==> src/rtl/zpu_mem_arbiter.sv <==
// Two-port round-robin arbiter in front of the single-cycle internal RAM.
// One transaction at a time: IDLE (arbitrate) -> ACCESS (RAM cycle) -> DONE (done pulse).
module zpu_mem_arbiter #(
   parameter int ADDR_WIDTH = 10,
   parameter int DATA_WIDTH = 32
) (
   input  logic                  clk,
   input  logic                  reset,
   input  logic                  m0_read,
   input  logic                  m0_write,
   input  logic [ADDR_WIDTH-1:0] m0_addr,
   input  logic [DATA_WIDTH-1:0] m0_wdata,
   output logic [DATA_WIDTH-1:0] m0_rdata,
   output logic                  m0_done,
   input  logic                  m1_read,
   input  logic                  m1_write,
   input  logic [ADDR_WIDTH-1:0] m1_addr,
   input  logic [DATA_WIDTH-1:0] m1_wdata,
   output logic [DATA_WIDTH-1:0] m1_rdata,
   output logic                  m1_done,
   output logic [ADDR_WIDTH-1:0] ram_addr,
   output logic                  ram_write_en,
   output logic [DATA_WIDTH-1:0] ram_din,
   input  logic [DATA_WIDTH-1:0] ram_dout,
   output logic [1:0]            grant
);

   typedef enum logic [1:0] {
      ST_IDLE   = 2'b00,
      ST_ACCESS = 2'b01,
      ST_DONE   = 2'b10
   } state_t;

   state_t                  state_r;
   state_t                  state_next_s;
   logic                    last_owner_r;
   logic [1:0]              grant_r;
   logic [1:0]              done_r;
   logic [ADDR_WIDTH-1:0]   ram_addr_r;
   logic [DATA_WIDTH-1:0]   ram_din_r;
   logic                    ram_write_en_r;
   logic                    req0_s;
   logic                    req1_s;
   logic                    winner_s;
   logic                    take_s;

   // Request decode and round-robin winner selection
   always_comb begin
      req0_s   = m0_read | m0_write;
      req1_s   = m1_read | m1_write;
      take_s   = (state_r == ST_IDLE) && (req0_s || req1_s);
      winner_s = 1'b0;
      if (req0_s && req1_s) begin
         winner_s = ~last_owner_r;
      end else if (req1_s) begin
         winner_s = 1'b1;
      end else begin
         winner_s = 1'b0;
      end
   end

   // Next-state logic
   always_comb begin
      state_next_s = state_r;
      case (state_r)
         ST_IDLE: begin
            if (take_s) state_next_s = ST_ACCESS;
            else        state_next_s = ST_IDLE;
         end
         ST_ACCESS: state_next_s = ST_DONE;
         ST_DONE:   state_next_s = ST_IDLE;
         default:   state_next_s = ST_IDLE;
      endcase
   end

   // State register
   always_ff @(posedge clk) begin
      if (reset) state_r <= ST_IDLE;
      else       state_r <= state_next_s;
   end

   // RAM request registers, owner tracking and done pulse
   always_ff @(posedge clk) begin
      if (reset) begin
         last_owner_r   <= 1'b1;
         grant_r        <= 2'b00;
         done_r         <= 2'b00;
         ram_addr_r     <= '0;
         ram_din_r      <= '0;
         ram_write_en_r <= 1'b0;
      end else begin
         done_r         <= 2'b00;
         ram_write_en_r <= 1'b0;
         case (state_r)
            ST_IDLE: begin
               if (take_s) begin
                  last_owner_r   <= winner_s;
                  grant_r        <= winner_s ? 2'b10 : 2'b01;
                  ram_addr_r     <= winner_s ? m1_addr  : m0_addr;
                  ram_din_r      <= winner_s ? m1_wdata : m0_wdata;
                  // read+write together on one port counts as a write
                  ram_write_en_r <= winner_s ? m1_write : m0_write;
               end
            end
            ST_ACCESS: done_r  <= grant_r;
            ST_DONE:   grant_r <= 2'b00;
            default:   grant_r <= 2'b00;
         endcase
      end
   end

   assign ram_addr     = ram_addr_r;
   assign ram_din      = ram_din_r;
   assign ram_write_en = ram_write_en_r;
   assign grant        = grant_r;
   assign m0_done      = done_r[0];
   assign m1_done      = done_r[1];
   // RAM output is broadcast; each port qualifies it with its own done
   assign m0_rdata     = ram_dout;
   assign m1_rdata     = ram_dout;

endmodule

==> config.mk <==
export PLATFORM = sky130hd
export DESIGN_NAME = zpu_mem_arbiter
export DESIGN_NICKNAME = d
export VERILOG_FILES = /design/src/rtl/zpu_mem_arbiter.sv
export SDC_FILE = /design/constraint.sdc
export NUM_CORES = 1
export LEC_CHECK = 0
export ABC_AREA = 1
export CORE_ASPECT_RATIO = 1.2
export CORE_MARGIN = 10
export CORE_UTILIZATION = 35
export CTS_CLUSTER_SIZE = 14
export DETAILED_ROUTE_END_ITERATION = 10
export PLACE_DENSITY = 0.83
export RECOVER_POWER = 50
export SETUP_SLACK_MARGIN = 0.05
export SYNTH_ARGS = -nofsm -noshare
export SYNTH_HDL_FRONTEND = slang
export SYNTH_SLANG_ARGS = --single-unit
==> constraint.sdc <==
create_clock -name clk -period 1.4 [get_ports clk]
set_clock_uncertainty 0.1 [all_clocks]
set_input_delay 0.42 -clock clk [delete_from_list [all_inputs] [get_ports clk]]
set_output_delay 0.42 -clock clk [all_outputs]
set_load 0.03 [all_outputs]
Yosys cells after proc, flatten, opt, wreduce, memory -nomap -nowiden:

Cells that the tools add are included.

* register bits after elaboration: 50
* bits in latches: 0
* memory bits (writable): 0
* memory bits (read-only): 0
* input bits: 122
* output and inout port bits: 111
* logic and storage cells: 33
* memories kept: 0

* $add $sub $neg: 0
* multipliers: 0
* div/mod/pow operators: 0
* magnitude comparators: 0
* equality and inequality tests: 2
* shift operators: 0
* mux-type cells: 10
* bitwise operators: 6
* reductions and logical operators: 8

Operators by type and width (number)
* $mux 32: 1
* $mux 10: 1
* $pmux 2 s2: 2
* $mux 1: 4
* $mux 2: 2
* $not 1->1: 4
* $reduce_and 2->1: 2
* $reduce_or 3->1: 1
* $eq 2x1->1 const B: 1
* $logic_and 1x1->1: 2
* $logic_not 2->1: 1
* $ne 2x2->1 const B: 1
* $or 1x1->1: 2
* $reduce_or 2->1: 1
* $logic_or 1x1->1: 1

Longest topological paths before layout:

Gate-level depths: netlist (run 1).

* depth after elaboration: 6
* gate-level depth with buffers: 9
* mapped depth without buffers: 8

Worst setup path before layout (run 1):

Ideal clock, no wire load.

* kind: input-to-reg
* start point: in m1_read
* end point: reg ram_addr_r[4] (netlist: ram_addr[4])
* library setup time: 0.109 ns
* arrival time: 1.114 ns
* data required time: 1.191 ns
* slack: 0.077 ns
* cell stages on the path: 9
* path buffers: 1
* cell sequence: nor2_2 -> nand2_2 -> nand2_2 -> inv_4 -> nand2_4 -> buf_6 -> nand2_1 -> nand2_1 -> inv_1

* word-level cells in the longest chain between the ends: 4
* elaborated cells on any way between the ends: 8
* classes of those cells: mux: 3; bitwise: 1; reduce/logical: 4

Ends and longest elaborated chain
* start, declared: RTL line 15 `input logic m1_read,`
* $or 1x1->1 (*): RTL line 50 `req1_s = m1_read | m1_write;`
* $mux 1 (tied with other cells): RTL line 55 `end else if (req1_s) begin`
* $mux 1 or $logic_and 1x1->1 (tied branches): RTL line 53, 51
* $mux 10 or $reduce_and 2->1 (tied branches)
* end signal, assigned: RTL line 99 `ram_addr_r <= winner_s ? m1_addr : m0_addr;`
* end, declared: RTL line 39 `logic [ADDR_WIDTH-1:0] ram_addr_r;`

Every way passes the cells marked *; elsewhere a longest branch is shown, timed or not.
A chain may end at the register's enable or synchronous reset.

Final worst setup path (run 1):

* start point: reg ram_addr_r[5] (netlist: ram_addr[5])
* end point: out ram_addr[5]

RTL lines
* end, declared: RTL line 21 `output logic [ADDR_WIDTH-1:0] ram_addr,`

No word-level cell between the ends.

==> metrics.md, run 1 <==
| Metric | Value |
|---|---|
| Synth cell types | 20 |
| Synth Register Bits | 50 |
| CP max stage delay | roughly 370 ps |
| Critical path required time | a little under 900 ps |
| Syn Std Cell Area | approximately 3100 um2 |
| Slew @ Worst Pin | approximately 220 ps |
| Outcome | finished, final reports clean |
| CTS tree | done |
| Vias | between 3000 and 4000 |
| Worst setup margin | 69.4 ps |
| Die Area | around 13000 um2 |
| Worst-path clk slew | roughly 100 ps |
| Root Driver | clkbuf_8 |
| Largest net degree at the start of global routing | slightly below 50 |
| H-tree depth | 2 |
| Final Hold Vio Count | 0 |
| TritonCTS Buffers | 5 |
| Layout cells sized above 1 | 0.235 |
| Worst Hold Class | input port to flip-flop |
| Critical Path, Cell by Cell | buf_6 |
| Initial antenna violation count | 0 |
| IO buf count | about 140 |
| Clock Latency Late Sink | approximately 300 ps |
| Maximum clock insertion buffer count | 2 |
| # IOs | around 230 |
| Area grow syn2layout | 49.6% |
| Crit share post-route | 0.950 |
| Worst path bufs/invs | 1 |
| Die X | approximately 110 um |
| Max frequency | between 700 and 800 MHz |
| GRT Overall Usage | 0.158 |
| Mapped Avg Cell Area | around 6.4 um2 |
| Crit path from | ram_addr[5] |
| # hold bufs at CTS | 0 |
| Worst Hold Slack | around 300 ps |
| Warning count from the yosys run | 0 |
| WL/cell | about 17 um |
| CP Data Arrival Time | 810 ps |
| RSZ-0062 raised after global routing | true |
| Grt ovf | 0 |
| Critical Path Slowest Stage Cell | dfxtp_2 |
| Post-DP HPWL | ~7.6 mm |
| Detail Route Antenna Nets | 0 |
| Reg2Reg Launch Point | state_r[1] |
| Vias in the first global route | ~3300 |
| Placeable core area | between 8000 and 9000 um2 |
| Critical Path Start Type | flip-flop |
| FP Rows | 37 |
| IR drop worst, VDD | around 0.6 mV |
| Pwr Density | around 1100 nW/um2 |
| Syn nets | 610 |
| Min cycle time layout | 1330 ps |
| Vias/cell | around 4.8 |
| Setup WS pre-CTS | -646 ps |
| Drt first pass iters | 4 |
| Hold path start | m1_write |
| Share of the yosys chip area belonging to registers | 0.321 |
| First-pass GRT wire length | about 17 mm |
| Placer Congestion | 0.778 |
| Die height | approximately 120 um |
| Nets | ~690 |
| Slew HR | 0.852 |
| # setup viols final | 0 |
| CTS sink count | 50 |
| Cell count after synthesis | a little under 500 |
| DRT iter0 DRCs | 113 |
| CP Capture Type | output port |
| Max Cap Viol | 0 |
| Slew Viols, Final | 0 |
| P_leak | ~2.3 nW |
| Post-route DRC | 0 |
| CP delay by family, top | flip-flops |
| Initial Util | 0.360 |
| Critical path class | flip-flop to output port |
| Post-Route WL | between 10 and 15 mm |
| Ant diodes | 0 |
| Critical-path maximum fanout | 2 |
[Yosys cell counts]
master | n | area [um2]
a21boi_0 | 10 | 75.1
nand2_4 | 1 | 11.3
buf_4 | 67 | 503
nor2_1 | 46 | 173
nand2_2 | 3 | 18.8
buf_2 | 12 | 60.1
inv_4 | 1 | 6.26
buf_1 | 1 | 3.75
nand2_1 | 156 | 586
inv_2 | 2 | 7.51
o21ai_4 | 1 | 16.3
nor2_2 | 1 | 6.26
dfxtp_1 | 50 | 1000
buf_6 | 2 | 22.5
a21boi_1 | 9 | 67.6
o21ai_1 | 1 | 5.00
inv_1 | 48 | 180
nand3_1 | 67 | 335
a21oi_1 | 2 | 10.0
clkbuf_1 | 8 | 30.0
[layer usage]
| metal | part of all wire | global-route usage | routed length [um] |
|---|---|---|---|
| met1 | 0.36 | 0.144 | 4130 |
| met2 | 0.50 | 0.296 | 5790 |
| met3 | 0.087 | 0.0557 | 1000 |
| met4 | 0.051 | 0.0949 | 588 |
| met5 | 0 | 0 | 0 |
[area by class of cell]
| cell class | count | area (um2) |
|---|---|---|
| clock buffers | 6 | 72.6 |
| well taps | 117 | 146 |
| multi-input cells | 300 | 1390 |
| clock inverters | 2 | 37.5 |
| flip-flops and latches | 50 | 1050 |
| fillers | 814 | 3990 |
| repair buffers | 161 | 1760 |
| inverters | 51 | 204 |
[layout by cell type (no fill, tap or decap), types with 2 or more instances in the layout]
cell type and count:
dfxtp_2 33, dfxtp_1 16, nand2_4 3, clkbuf_8 5
clkbuf_2 2, buf_12 12, a21boi_1 8, a21oi_1 2
buf_6 40, buf_4 16, clkdlybuf4s50_1 84, a21boi_0 10
nor2_2 2, nor2_4 3, clkbuf_1 2, nand2_8 2
clkbuf_16 2, nor2_1 42, nand3_1 66, inv_1 48
nand2_1 156, nand2_2 2
[what timing repair did]
action / CTS / global route
cloned: 5 / 2
hold endpoints to repair: 0 / 0
setup buffers: 6 / 3
pin swaps: 5 / 3
endpoints found under the setup margin: 62 / 84
resized for setup: 40 / 69
[kinds of logic (layout without fill, tap and decap cells)]
| logic type | count (synthesis) | after routing | synth area share |
|---|---|---|---|
| compound gates | 23 | 23 | 0.0558 |
| simple gates | 274 | 277 | 0.362 |
| buf+inv | 141 | 220 | 0.261 |
| flops | 50 | 50 | 0.321 |
[path summary, 6_finish.rpt]
check                           slack (ps)  depth (start not counted)           end
worst max-delay path                    70                          1   ram_addr[5]
worst min-delay path                   300                          3  ram_write_en
worst max register to register          90                          7   ram_din[10]
worst min register to register         360                          2     done_r[0]
[registers in the layout, indices dropped and copies added (netlist names)]
register	count
done_r	2
grant	2
last_owner_r	1
ram_din	32
state_r	2
ram_write_en	1
ram_addr	10
[report_power, final]
group | switching [mW] | internal (mW)
registers | 0.157 | 1.66
clock network | 0.488 | 0.534
logic | 1.25 | 1.08
total | 1.89 | 3.28
[stage by stage]
stage          setup TNS, ps  instance area [um2]  total power [mW]   util  instances
6_report                   0                 4660              5.17  0.539        687
5_1_grt                    0                 4660              5.46  0.539        687
4_1_cts                    0                 4480              5.04  0.518        683
3_5_place_dp          -27500                 4110              3.77  0.475        664
3_3_place_gp          -24960                 4110              3.72  0.475        664
2_1_floorplan              0                 3120              3.23      -        488
(Power assumes the default switching activity.)
==> run 2: changes to the inputs <==
--- a/config.mk
+++ b/config.mk
@@ -6,6 +6,7 @@
 export NUM_CORES = 1
 export LEC_CHECK = 0
 export ABC_AREA = 1
+export CAP_MARGIN = 10
 export CORE_ASPECT_RATIO = 1.2
 export CORE_MARGIN = 10
 export CORE_UTILIZATION = 35
==> results of run 2 <==
Same layout as run 1: the final DEF is identical, and so are final timing and power.
==> run 3: changes to the inputs <==
--- a/config.mk
+++ b/config.mk
@@ -7,9 +7,8 @@
 export LEC_CHECK = 0
 export ABC_AREA = 1
 export CAP_MARGIN = 10
-export CORE_ASPECT_RATIO = 1.2
-export CORE_MARGIN = 10
 export CORE_UTILIZATION = 35
+export CTS_CLUSTER_DIAMETER = 30
 export CTS_CLUSTER_SIZE = 14
 export DETAILED_ROUTE_END_ITERATION = 10
 export PLACE_DENSITY = 0.83
==> metrics.md, run 3 (synthesis results as in run 1) <==
| Metric | Value |
|---|---|
| Critical Path End | ram_din[1] |
| IO buf count | around 140 |
| Max frequency | 741 MHz |
| # hold bufs at CTS | 0 |
| Placer Congestion | about 0.72 |
| Post-route DRC | 0 |
| Maximum clock insertion buffer count | 2 |
| P_leak | 2.27 nW |
| Placeable core area | about 8700 um2 |
| First-pass GRT wire length | 12.1 mm |
| Critical path class | flip-flop to flip-flop |
| FP Rows | 34 |
| CTS sink count | 50 |
| Pwr Density | 1070 nW/um2 |
| Commonest cells after routing, fill and taps aside | nand2_1, clkdlybuf4s50_1, nand3_1 |
| Hold path start | m0_write |
| CTS tree | done |
| CP delay by family, top | flip-flops |
| Slew Viols, Final | 0 |
| Outcome | finished, final reports clean |
| Worst Hold Class | input port to flip-flop |
| Worst path bufs/invs | 2 |
| Worst-path clk slew | ~90 ps |
| Vias | between 3000 and 4000 |
| Min cycle time layout | 1350 ps |
| Post-Route WL | 8.38 mm |
| GRT Overall Usage | 0.166 |
| Critical path required time | ~1500 ps |
| Reg2Reg Launch Point | last_owner_r |
| Slew @ Worst Pin | between 200 and 300 ps |
| Layout cells sized above 1 | 0.214 |
| CP max stage delay | 400 ps |
| Detail Route Antenna Nets | 0 |
| Post-layout util | 0.511 |
| Critical Path, Cell by Cell | o21ai_4 -> buf_4 -> buf_12 -> a21boi_0 -> nor2_2 -> nor2_1 |
| Final Hold Vio Count | 0 |
| DRT iter0 DRCs | 63 |
| Max reg flops | 32 |
| Commonest non-fill, non-tap cell in the layout | nand2_1 |
| Worst r2r path cells | 6 |
| Inst Count DP | between 600 and 700 |
| # IOs | around 230 |
| RSZ-0062 raised after global routing | true |
| Crit path from | last_owner_r |
| Critical Path Slowest Stage Cell | dfxtp_1 |
| Clock Latency Late Sink | slightly below 300 ps |
| Overall power | approximately 4.8 mW |
| Fill cells | ~830 |
| Initial antenna violation count | 0 |
| Die X | roughly 96 um |
| Nets | between 600 and 700 |
| Vias/cell | between 4 and 5 |
| R2R Setup Slk | roughly 51 ps |
| TritonCTS Buffers | 5 |
| Root Driver | clkbuf_8 |
| Post-DP HPWL | around 6 mm |
| Path length in cells of the critical path | 6 |
| Crit share post-route | 0.963 |
| Largest net degree at the start of global routing | 35 |
| Vias in the first global route | approximately 2800 |
| Post-Layout Cell Count | between 600 and 700 |
| Grt ovf | 0 |
| Drt first pass iters | 4 |
| IR drop worst, VDD | slightly above 0.5 mV |
| Max Cap Viol | 0 |
| CP Data Arrival Time | approximately 1500 ps |
| WL/cell | about 13 um |
| # setup viols final | 0 |
| CP Capture Type | flip-flop |
| Critical-path maximum fanout | 17 |
| Die height | just under 100 um |
| Reg2reg end | ram_din[1] |
| Slew HR | 0.817 |
| H-tree depth | 2 |
| Initial Util | 0.359 |
| Area grow syn2layout | 42.3% |
| Ant diodes | 0 |
| Die Area | ~9300 um2 |
| Critical Path Start Type | flip-flop |
## run 3: what timing repair did
| item | in CTS | in global routing |
|---|---|---|
| pin swaps | 7 | 5 |
| cloned | 1 | 1 |
| buffers inserted | 1 | 5 |
| gates resized for setup | 35 | 61 |
| endpoints found under the setup margin | 55 | 67 |
## run 3: report_power, final
group / internal (mW) / switching (mW) / leakage, nW
logic: 0.989 / 1.13 / 1.80
clock network: 0.399 / 0.437 / 0.0482
registers: 1.66 / 0.154 / 0.423
total: 3.05 / 1.72 / 2.27
## run 3: tightest hold or removal path, cell delays in order
cell     delay (ps)
buf_2           140
nand2_1          70
a21oi_1          50
## run 3: worst min path at each step
stage	end	slack [ps]	cells after the start
floorplan	state_r[1]	370	2
global placement	done_r[0]	340	2
detailed placement	done_r[0]	370	2
CTS	done_r[0]	370	2
global route	ram_write_en	340	3
finish	ram_write_en	340	3
## run 3: area by class of cell
| class | instances | area [um2] | share of cell area |
|---|---|---|---|
| Clock inverter | 1 | 5.00 | 0.00113 |
| Inverter | 51 | 199 | 0.0448 |
| Tap cell | 108 | 135 | 0.0305 |
| Clock buffer | 7 | 86.3 | 0.0195 |
| Sequential cell | 50 | 1030 | 0.233 |
| Multi-Input combinational cell | 297 | 1340 | 0.302 |
| Timing Repair Buffer | 155 | 1640 | 0.369 |
## run 3: layer usage
layer  vias up  share of wire  global-route usage
met2       143           0.49               0.314
met4         0          0.020              0.0600
met3        22          0.088              0.0501
li1       1561              -                   -
met1      1332           0.40               0.172
met5         -              0                   0
## run 3: per-stage QoR
stage	cell area [um2]	setup WS, ps	setup TNS, ps	hold slack [ps]
5_1_grt	4440	-51.1	-64.8	337
4_1_cts	4250	52.1	0	372
3_3_place_gp	4060	-571	-24310	343
6_report	4440	51.2	0	339
3_5_place_dp	4060	-607	-25660	366
2_1_floorplan	3120	77.3	0	372
